==> src/rtl/comp_minmax_stream_if.sv <==
// Operand/result bundle for the streaming min/max scanner.
// No logic: carries control, operand stream and result stream.
// Backpressure travels on in_ready (operands) and out_ready (result).
interface comp_minmax_stream_if #(
  parameter int WIDTH = 16,
  parameter int CNT_W = 8
);
  logic             energy;
  logic             start;
  logic [CNT_W-1:0] len;
  logic             signed_mode;
  logic             in_valid;
  logic             in_ready;
  logic [WIDTH-1:0] in_data;
  logic             out_valid;
  logic             out_ready;
  logic [WIDTH-1:0] min_val;
  logic [WIDTH-1:0] max_val;
  logic [CNT_W-1:0] min_idx;
  logic [CNT_W-1:0] max_idx;
  logic             busy;

  // Requester side: drives control and operands, consumes the result.
  modport master (
    output energy, start, len, signed_mode, in_valid, in_data, out_ready,
    input  in_ready, out_valid, min_val, max_val, min_idx, max_idx, busy
  );

  // Scanner side.
  modport slave (
    input  energy, start, len, signed_mode, in_valid, in_data, out_ready,
    output in_ready, out_valid, min_val, max_val, min_idx, max_idx, busy
  );
endinterface

==> src/rtl/comp_minmax_stream.sv <==
// Scans a block of len operands, tracking running min/max and their first indices.
// out_valid rises one cycle after the last accepted beat (len+1 cycles minimum).
// in_ready only in ACCUM with energy=1; result held in DONE until out_ready (energy=1).
module comp_minmax_stream #(
  parameter int WIDTH = 16,
  parameter int CNT_W = 8
) (
  input logic                clk,
  input logic                rst_n,
  comp_minmax_stream_if.slave bus
);

  typedef enum logic [1:0] {IDLE, ACCUM, DONE} state_t;

  state_t             state, state_nxt;
  logic [CNT_W-1:0]   count;
  logic [CNT_W-1:0]   len_q;
  logic               mode_q;
  logic [WIDTH-1:0]   min_q, max_q;
  logic [CNT_W-1:0]   min_idx_q, max_idx_q;

  logic               start_ok;
  logic               beat;
  logic               out_fire;
  logic               in_ready_c;
  logic               out_valid_c;
  logic               busy_c;
  logic               lt_min, gt_max;
  logic signed [WIDTH:0] data_x, min_x, max_x;

  // Extend operands by one bit (sign or zero) so one signed compare covers both modes.
  always_comb begin
    data_x = {mode_q & bus.in_data[WIDTH-1], bus.in_data};
    min_x  = {mode_q & min_q[WIDTH-1], min_q};
    max_x  = {mode_q & max_q[WIDTH-1], max_q};
    lt_min = data_x < min_x;
    gt_max = data_x > max_x;
  end

  // Next-state and handshake decode; energy=0 blocks every event so nothing moves.
  always_comb begin
    state_nxt   = state;
    start_ok    = 1'b0;
    beat        = 1'b0;
    out_fire    = 1'b0;
    in_ready_c  = 1'b0;
    out_valid_c = 1'b0;
    busy_c      = 1'b0;
    case (state)
      IDLE: begin
        start_ok = bus.energy && bus.start && (bus.len != '0);
        if (start_ok) state_nxt = ACCUM;
      end
      ACCUM: begin
        busy_c     = 1'b1;
        in_ready_c = bus.energy;
        beat       = bus.in_valid && in_ready_c;
        if (beat && (count == len_q - 1'b1)) state_nxt = DONE;
      end
      DONE: begin
        busy_c      = 1'b1;
        out_valid_c = 1'b1;
        out_fire    = bus.energy && bus.out_ready;
        if (out_fire) state_nxt = IDLE;
      end
      default: state_nxt = IDLE;
    endcase
  end

  // State register.
  always_ff @(posedge clk or negedge rst_n) begin
    if (!rst_n) state <= IDLE;
    else        state <= state_nxt;
  end

  // Block parameters are captured at start; running min/max update on accepted beats only.
  always_ff @(posedge clk or negedge rst_n) begin
    if (!rst_n) begin
      count     <= '0;
      len_q     <= '0;
      mode_q    <= 1'b0;
      min_q     <= '0;
      max_q     <= '0;
      min_idx_q <= '0;
      max_idx_q <= '0;
    end else if (start_ok) begin
      count  <= '0;
      len_q  <= bus.len;
      mode_q <= bus.signed_mode;
    end else if (beat) begin
      count <= count + 1'b1;
      if (count == '0) begin
        min_q     <= bus.in_data;
        max_q     <= bus.in_data;
        min_idx_q <= '0;
        max_idx_q <= '0;
      end else begin
        // Strict compares keep the earliest index on ties.
        if (lt_min) begin
          min_q     <= bus.in_data;
          min_idx_q <= count;
        end
        if (gt_max) begin
          max_q     <= bus.in_data;
          max_idx_q <= count;
        end
      end
    end
  end

  assign bus.in_ready  = in_ready_c;
  assign bus.out_valid = out_valid_c;
  assign bus.busy      = busy_c;
  assign bus.min_val   = min_q;
  assign bus.max_val   = max_q;
  assign bus.min_idx   = min_idx_q;
  assign bus.max_idx   = max_idx_q;

endmodule

==> src/flat_wrapper.sv <==
// flat-port wrapper written by rule: the top's interface ports become plain ports
module comp_minmax_stream_flat 
#(
  parameter int WIDTH = 16,
  parameter int CNT_W = 8
)
  (clk, rst_n, bus_energy, bus_start, bus_len, bus_signed_mode, bus_in_valid, bus_in_data, bus_out_ready, bus_in_ready, bus_out_valid, bus_min_val, bus_max_val, bus_min_idx, bus_max_idx, bus_busy);
  comp_minmax_stream_if #(.WIDTH(WIDTH), .CNT_W(CNT_W)) bus_i ();
  input logic clk;
  input logic rst_n;
  input wire logic [$bits(bus_i.energy)-1:0] bus_energy;
  input wire logic [$bits(bus_i.start)-1:0] bus_start;
  input wire logic [$bits(bus_i.len)-1:0] bus_len;
  input wire logic [$bits(bus_i.signed_mode)-1:0] bus_signed_mode;
  input wire logic [$bits(bus_i.in_valid)-1:0] bus_in_valid;
  input wire logic [$bits(bus_i.in_data)-1:0] bus_in_data;
  input wire logic [$bits(bus_i.out_ready)-1:0] bus_out_ready;
  output wire logic [$bits(bus_i.in_ready)-1:0] bus_in_ready;
  output wire logic [$bits(bus_i.out_valid)-1:0] bus_out_valid;
  output wire logic [$bits(bus_i.min_val)-1:0] bus_min_val;
  output wire logic [$bits(bus_i.max_val)-1:0] bus_max_val;
  output wire logic [$bits(bus_i.min_idx)-1:0] bus_min_idx;
  output wire logic [$bits(bus_i.max_idx)-1:0] bus_max_idx;
  output wire logic [$bits(bus_i.busy)-1:0] bus_busy;
  assign bus_i.energy = bus_energy;
  assign bus_i.start = bus_start;
  assign bus_i.len = bus_len;
  assign bus_i.signed_mode = bus_signed_mode;
  assign bus_i.in_valid = bus_in_valid;
  assign bus_i.in_data = bus_in_data;
  assign bus_i.out_ready = bus_out_ready;
  assign bus_in_ready = bus_i.in_ready;
  assign bus_out_valid = bus_i.out_valid;
  assign bus_min_val = bus_i.min_val;
  assign bus_max_val = bus_i.max_val;
  assign bus_min_idx = bus_i.min_idx;
  assign bus_max_idx = bus_i.max_idx;
  assign bus_busy = bus_i.busy;
  comp_minmax_stream #(.WIDTH(WIDTH), .CNT_W(CNT_W)) u_core (.clk(clk), .rst_n(rst_n), .bus(bus_i));
endmodule
==> config.mk <==
export PLATFORM = sky130hd
export DESIGN_NAME = comp_minmax_stream_flat
export DESIGN_NICKNAME = d
export VERILOG_FILES = /design/src/rtl/comp_minmax_stream_if.sv /design/src/rtl/comp_minmax_stream.sv /design/src/flat_wrapper.sv
export SDC_FILE = /design/constraint.sdc
export NUM_CORES = 1
export LEC_CHECK = 0
export CELL_PAD_IN_SITES_DETAIL_PLACEMENT = 1
export CELL_PAD_IN_SITES_GLOBAL_PLACEMENT = 1
export CORE_ASPECT_RATIO = 1.25
export CORE_MARGIN = 1.5
export CORE_UTILIZATION = 54
export CTS_CLUSTER_DIAMETER = 120
export DETAILED_ROUTE_END_ITERATION = 8
export DONT_BUFFER_PORTS = 1
export PLACE_DENSITY = 0.81
export SLEW_MARGIN = 20
export SYNTH_ARGS = -nofsm -noshare
export SYNTH_HDL_FRONTEND = slang
export SYNTH_SLANG_ARGS = --single-unit
==> constraint.sdc <==
create_clock -name clk -period 7.5 [get_ports clk]
set_input_delay 1.5 -clock clk [delete_from_list [all_inputs] [get_ports clk]]
set_output_delay 1.5 -clock clk [all_outputs]
set_load 0.05 [all_outputs]
Yosys cells after proc, flatten, opt, wreduce, memory -nomap -nowiden
Cells that the tools add are included.

Add/subtract/negate cells: 2. Multiply operators: 0. Divide/modulo/power cells: 0. Order comparisons: 2. Equality and inequality tests: 6. Shift operators: 0. Muxes and demuxes: 19. Bitwise gates (word level): 4. Reduce and logical (&&, ||, !) cells: 15.

Operators with widths (number): $mux 16 (4); $mux 8 (6); $gt 17x17->1 (1); $lt 17x17->1 (1); $reduce_and 3->1 (3); $add 8x1->8 const B (1); $eq 8x8->1 (1); $logic_not 8->1 (1); $reduce_bool 8->1 (1); $sub 8x1->8 const B (1); $mux 2 (3); $ne 2x1->1 const B (3); $pmux 2 s3 (1); $reduce_bool 2->1 (3); $logic_and 1x1->1 (5); $mux 1 (5); $and 1x1->1 (3); $eq 2x1->1 const B (1); $eq 2x2->1 const B (1); $logic_not 2->1 (1); $reduce_or 2->1 (1); $not 1->1 (1).

Flip-flop bits (word level): 67. Bits in latches: 0. RAM bits: 0. Bits in read-only memories: 0. Input port bits: 31. Logic and storage cells: 56. Memories kept: 0.

Logic depth before layout (Yosys ltp)
Word-level depth: 5. Mapped depth: 10.

Worst setup path before layout
No wires, ideal clock.

Path type: input to register. From: input port bus_in_data[10]. To: register u_core.min_q[10], in the netlist u_core.bus.min_val[10]. Library setup time: 0.125 ns. Data arrival time: 3.367 ns. Required time: 7.375 ns. Setup slack: 4.008 ns. Stages: 8. Cells stage by stage: ha_1 > a21o_1 > a221o_1 > a211oi_2 > o211ai_1 > a31o_2 > buf_6 > mux2_4.

Word-level cells in the longest chain between the ends: 3.

Ends and longest elaborated chain: start: declaration (RTL line flat_wrapper.sv:16) `input wire logic [$bits(bus_i.in_data)-1:0] bus_in_data;`; $lt 17x17->1 (RTL line comp_minmax_stream.sv:36) `lt_min = data_x < min_x;`; $reduce_bool 2->1 (no source line); $reduce_and 3->1 (no source line); end signal: assignment (RTL line comp_minmax_stream.sv:93) `min_q <= bus.in_data;`; end signal: assignment (RTL line comp_minmax_stream.sv:100) `min_q <= bus.in_data;`; end: declaration (RTL line comp_minmax_stream.sv:19) `logic [WIDTH-1:0] min_q, max_q;`.

Several ways; a longest one is shown, not always the timed one. The select of a mux whose other input is x is not followed. A chain may end at the register's enable or synchronous reset.

Final worst setup path
From: input port bus_in_data[14]. To: register u_core.min_q[2], in the netlist u_core.bus.min_val[2].

Word-level cells in the longest chain between the ends: 3.

Ends and longest elaborated chain (RTL line): $lt 17x17->1 (comp_minmax_stream.sv:36); $reduce_bool 2->1 (no source line); $reduce_and 3->1 (no source line).

No other way between the ends.

==> metrics.csv <==
stage;metric;value;unit
run_status;status;complete, no violations;
drt;drtIter0Drc;113;
power_and_ir_drop;irDropWorstVdd;265;uV
die;num_io_pins;82;
die;die_area;7960;um2
drt;drc_errors;0;
setup_path;cp_slowest_cell;a31o_2;
setup_path;reg2reg_from;u_core.bus.max_val[14];
synth;synth_top_area_share;41.8;%
drt;vias;2712;
sta;slew-limit-headroom;45.2;%
clock_network;cts-root-buf;clkbuf_8;
synth;synth_edf_count;0;
setup_path;path_cells;ha_1 -> nand2_1 -> a211oi_1 -> nand4_1 -> o211ai_1 -> a31o_2 -> mux2_1;
clock_network;cts_max_level;3;
global_route;grt_start_max_net_pins;68;
clock_network;cts_buffers;9;
setup_path;critical_path.endpoint_type;flop;
clock_network;clkSinkCount;67;
final_layout;final_area;4260;um2
drt;viasPerCell;6.04;
synth;synth.area.top_cells;dfrtp_1 42%, mux2_4 12%, ha_1 12%;
run;drv_cap;0;
placed_design;placedCellCount;433;
synth;async_flop_share;100;%
sta;fin_crit;3560;ps
sta;finalSetupViolCount;0;
final_layout;num-fill-cells;772;
power_and_ir_drop;power;1.95;mW
placed_design;hpwl;6710;um
synth;synth-seq-area-share;41.8;%
global_route;track_usage;25.4;%
final_layout;area_growth;6.20;%
setup_path;max_stage_delay;740;ps
global_route;grt_pass1_vias;3023;
placed_design;dpl_cell_area;4050;um2
global_route;antenna_found_initial;0;
global_route;grt_pass1_wl;15200;um
drt;drt_first_pass_iters;4;
synth;yosysWarnings;0;
setup_path;timing.critical_path.from;bus_in_data[14];
setup_path;start_kind;input pin;
synth;ys_ff_latch;67;
drt;drt_wl_total;9360;um
final_layout;drive_gt1_share;18.7;%
sta;period_share;47.4;%
synth;synthMostInstantiatedCell;dfrtp_1;
sta;finalSetupTns;0;ps
sta;rsz0062_at_grt;false;
setup_path;cp_max_fo;23;
drt;ant_nets;0;
die;die_h;99.4;um
clock_network;cts_tree;done;
sta;hold_viol_final;0;
synth;syn-cell-area;4020;um2
clock_network;cts.hold.buffers_added;0;
synth;netlist-cell-type-count;45;
clock_network;clkTransAtPathRegs;80;ps
global_route;grt-ovfl-total;0;
die;die_x;80.1;um
final_layout;num_antenna_cells;0;
power_and_ir_drop;powerDensity;458;nW/um2
final_layout;fin_cells;449;
setup_path;critical_path_class;input pin to flop;
synth;yosysTopAreaCell;dfrtp_1;
sta;worst_pin_slew;822;ps
die;core-area;7060;um2
clock_network;cts-resized-gates;0;
die;placementRows;34;
clock_network;worstSkewPairLatency;360;ps
final_layout;post-route-util;60.4;%
setup_path;crit_arrival;3800;ps
synth;netlist_instances;353;
sta;report.final.slew_viol_count;0;
synth;synth_area_per_cell;11.4;um2
worst_hold_path;hp-class;flop to flop;
placed_design;port_buffers;0;
placed_design;gp_congestion;0.747;
synth;synth_ff_type;dfrtp_1;
sta;fmax;281;MHz
clock_network;post-cts-setup-buffers;0;
worst_hold_path;holdCritStartpoint;u_core.state[0];
clock_network;clk_path_buf_depth;2;
synth;synth_common_cells;67 x dfrtp_1, 44 x inv_1, 37 x ha_1, 32 x mux2_4, 21 x nor2_1;
drt;wl_per_cell;20.8;um
synth;syn-num-nets;421;
sta;skew;11.4;ps
die;start_util;56.9;%
final_layout;nNetsFinal;423;
power_and_ir_drop;p_leak;2.08;nW
setup_path;cp_data_required_time;7740;ps
## cells in the final DEF (no fill, tap or decap), types with 2 or more instances in the layout
master,synthesis,routed
clkinvlp_4,0,2
nor4_2,3,3
mux2_1,4,4
inv_1,44,44
nand2_1,12,12
nor2_1,21,21
and2_1,4,4
xor2_1,12,12
dfrtp_1,67,67
o221ai_1,3,3
nor3_1,2,2
clkbuf_8,0,9
clkinv_2,0,2
nor4b_1,2,2
xnor2_1,7,7
nand4_1,8,8
a311o_1,2,2
a21oi_1,15,15
o21ai_0,6,6
nand3_1,6,6
a22o_1,8,8
mux2_4,32,32
ha_1,37,37
a21o_1,4,4
and3_1,3,3
nor2b_1,5,5
mux2_2,11,11
a211oi_1,3,3
o211ai_1,4,4
o21a_1,2,2
## worst max-delay path: cells and delay by family
family	cells	cell delay, ps
compound gates	3	1360
simple gates	2	260
mux	1	380
fa+ha+maj	1	290
## layout make-up
cell class                 count  area [um2]  share of cell area, %
clock buffer                  10         128                   2.99
clock inverter                 5        55.1                   1.29
inverter                      44         165                   3.87
multi-input combinational    231        2090                   49.1
sequential                    67        1680                   39.3
tap                           90         113                   2.64
timing repair buffer           2        35.0                  0.822
## cell families after synthesis
kind of cell | count (synthesis) | share of synthesized area [%]
buf+inv | 55 | 6.14
simple gates | 73 | 10.0
mux | 47 | 16.2
xor+xnor | 19 | 4.14
fa+ha+maj | 37 | 11.5
compound gates | 55 | 10.3
flops | 67 | 41.8
## registers in the layout, summed over array words and instances, names as in the netlist
signal	flops
u_core.bus.min_idx	8
u_core.state	2
u_core.mode_q	1
u_core.count	8
u_core.bus.max_val	16
u_core.len_q	8
u_core.bus.min_val	16
u_core.bus.max_idx	8
## final timing paths
check,to,slack (ps),depth (start not counted)
max reg2reg,u_core.bus.max_idx[5],4200,8
min reg2reg,u_core.state[0],550,1
min in group asynchronous,u_core.bus.max_val[11],830,0
min,u_core.state[0],550,1
max,u_core.bus.min_val[2],3940,7
max in group asynchronous,u_core.bus.min_idx[5],6560,0
## power by group
group	switching (mW)	leakage (nW)	internal, mW
clock network	0.148	0.0881	0.151
logic	0.336	1.13	0.341
registers	0.492	0.853	0.486
## through the flow
stage	setup slack, ps	hold slack, ps
2_1_floorplan	4010	494
4_1_cts	3800	557
6_report	3940	547
3_5_place_dp	3410	539
3_3_place_gp	3470	514
5_1_grt	3850	579
## routing by layer
layer  up-vias  GRT usage, %  part of all wire, %
li1       1240             -                    -
met1      1390          26.9                   37
met2        62          46.9                   56
met3        20          7.52                  4.5
met4         0          9.02                  2.2
met5         -             0                    0
Note: power is estimated with default switching activity, not from simulation.
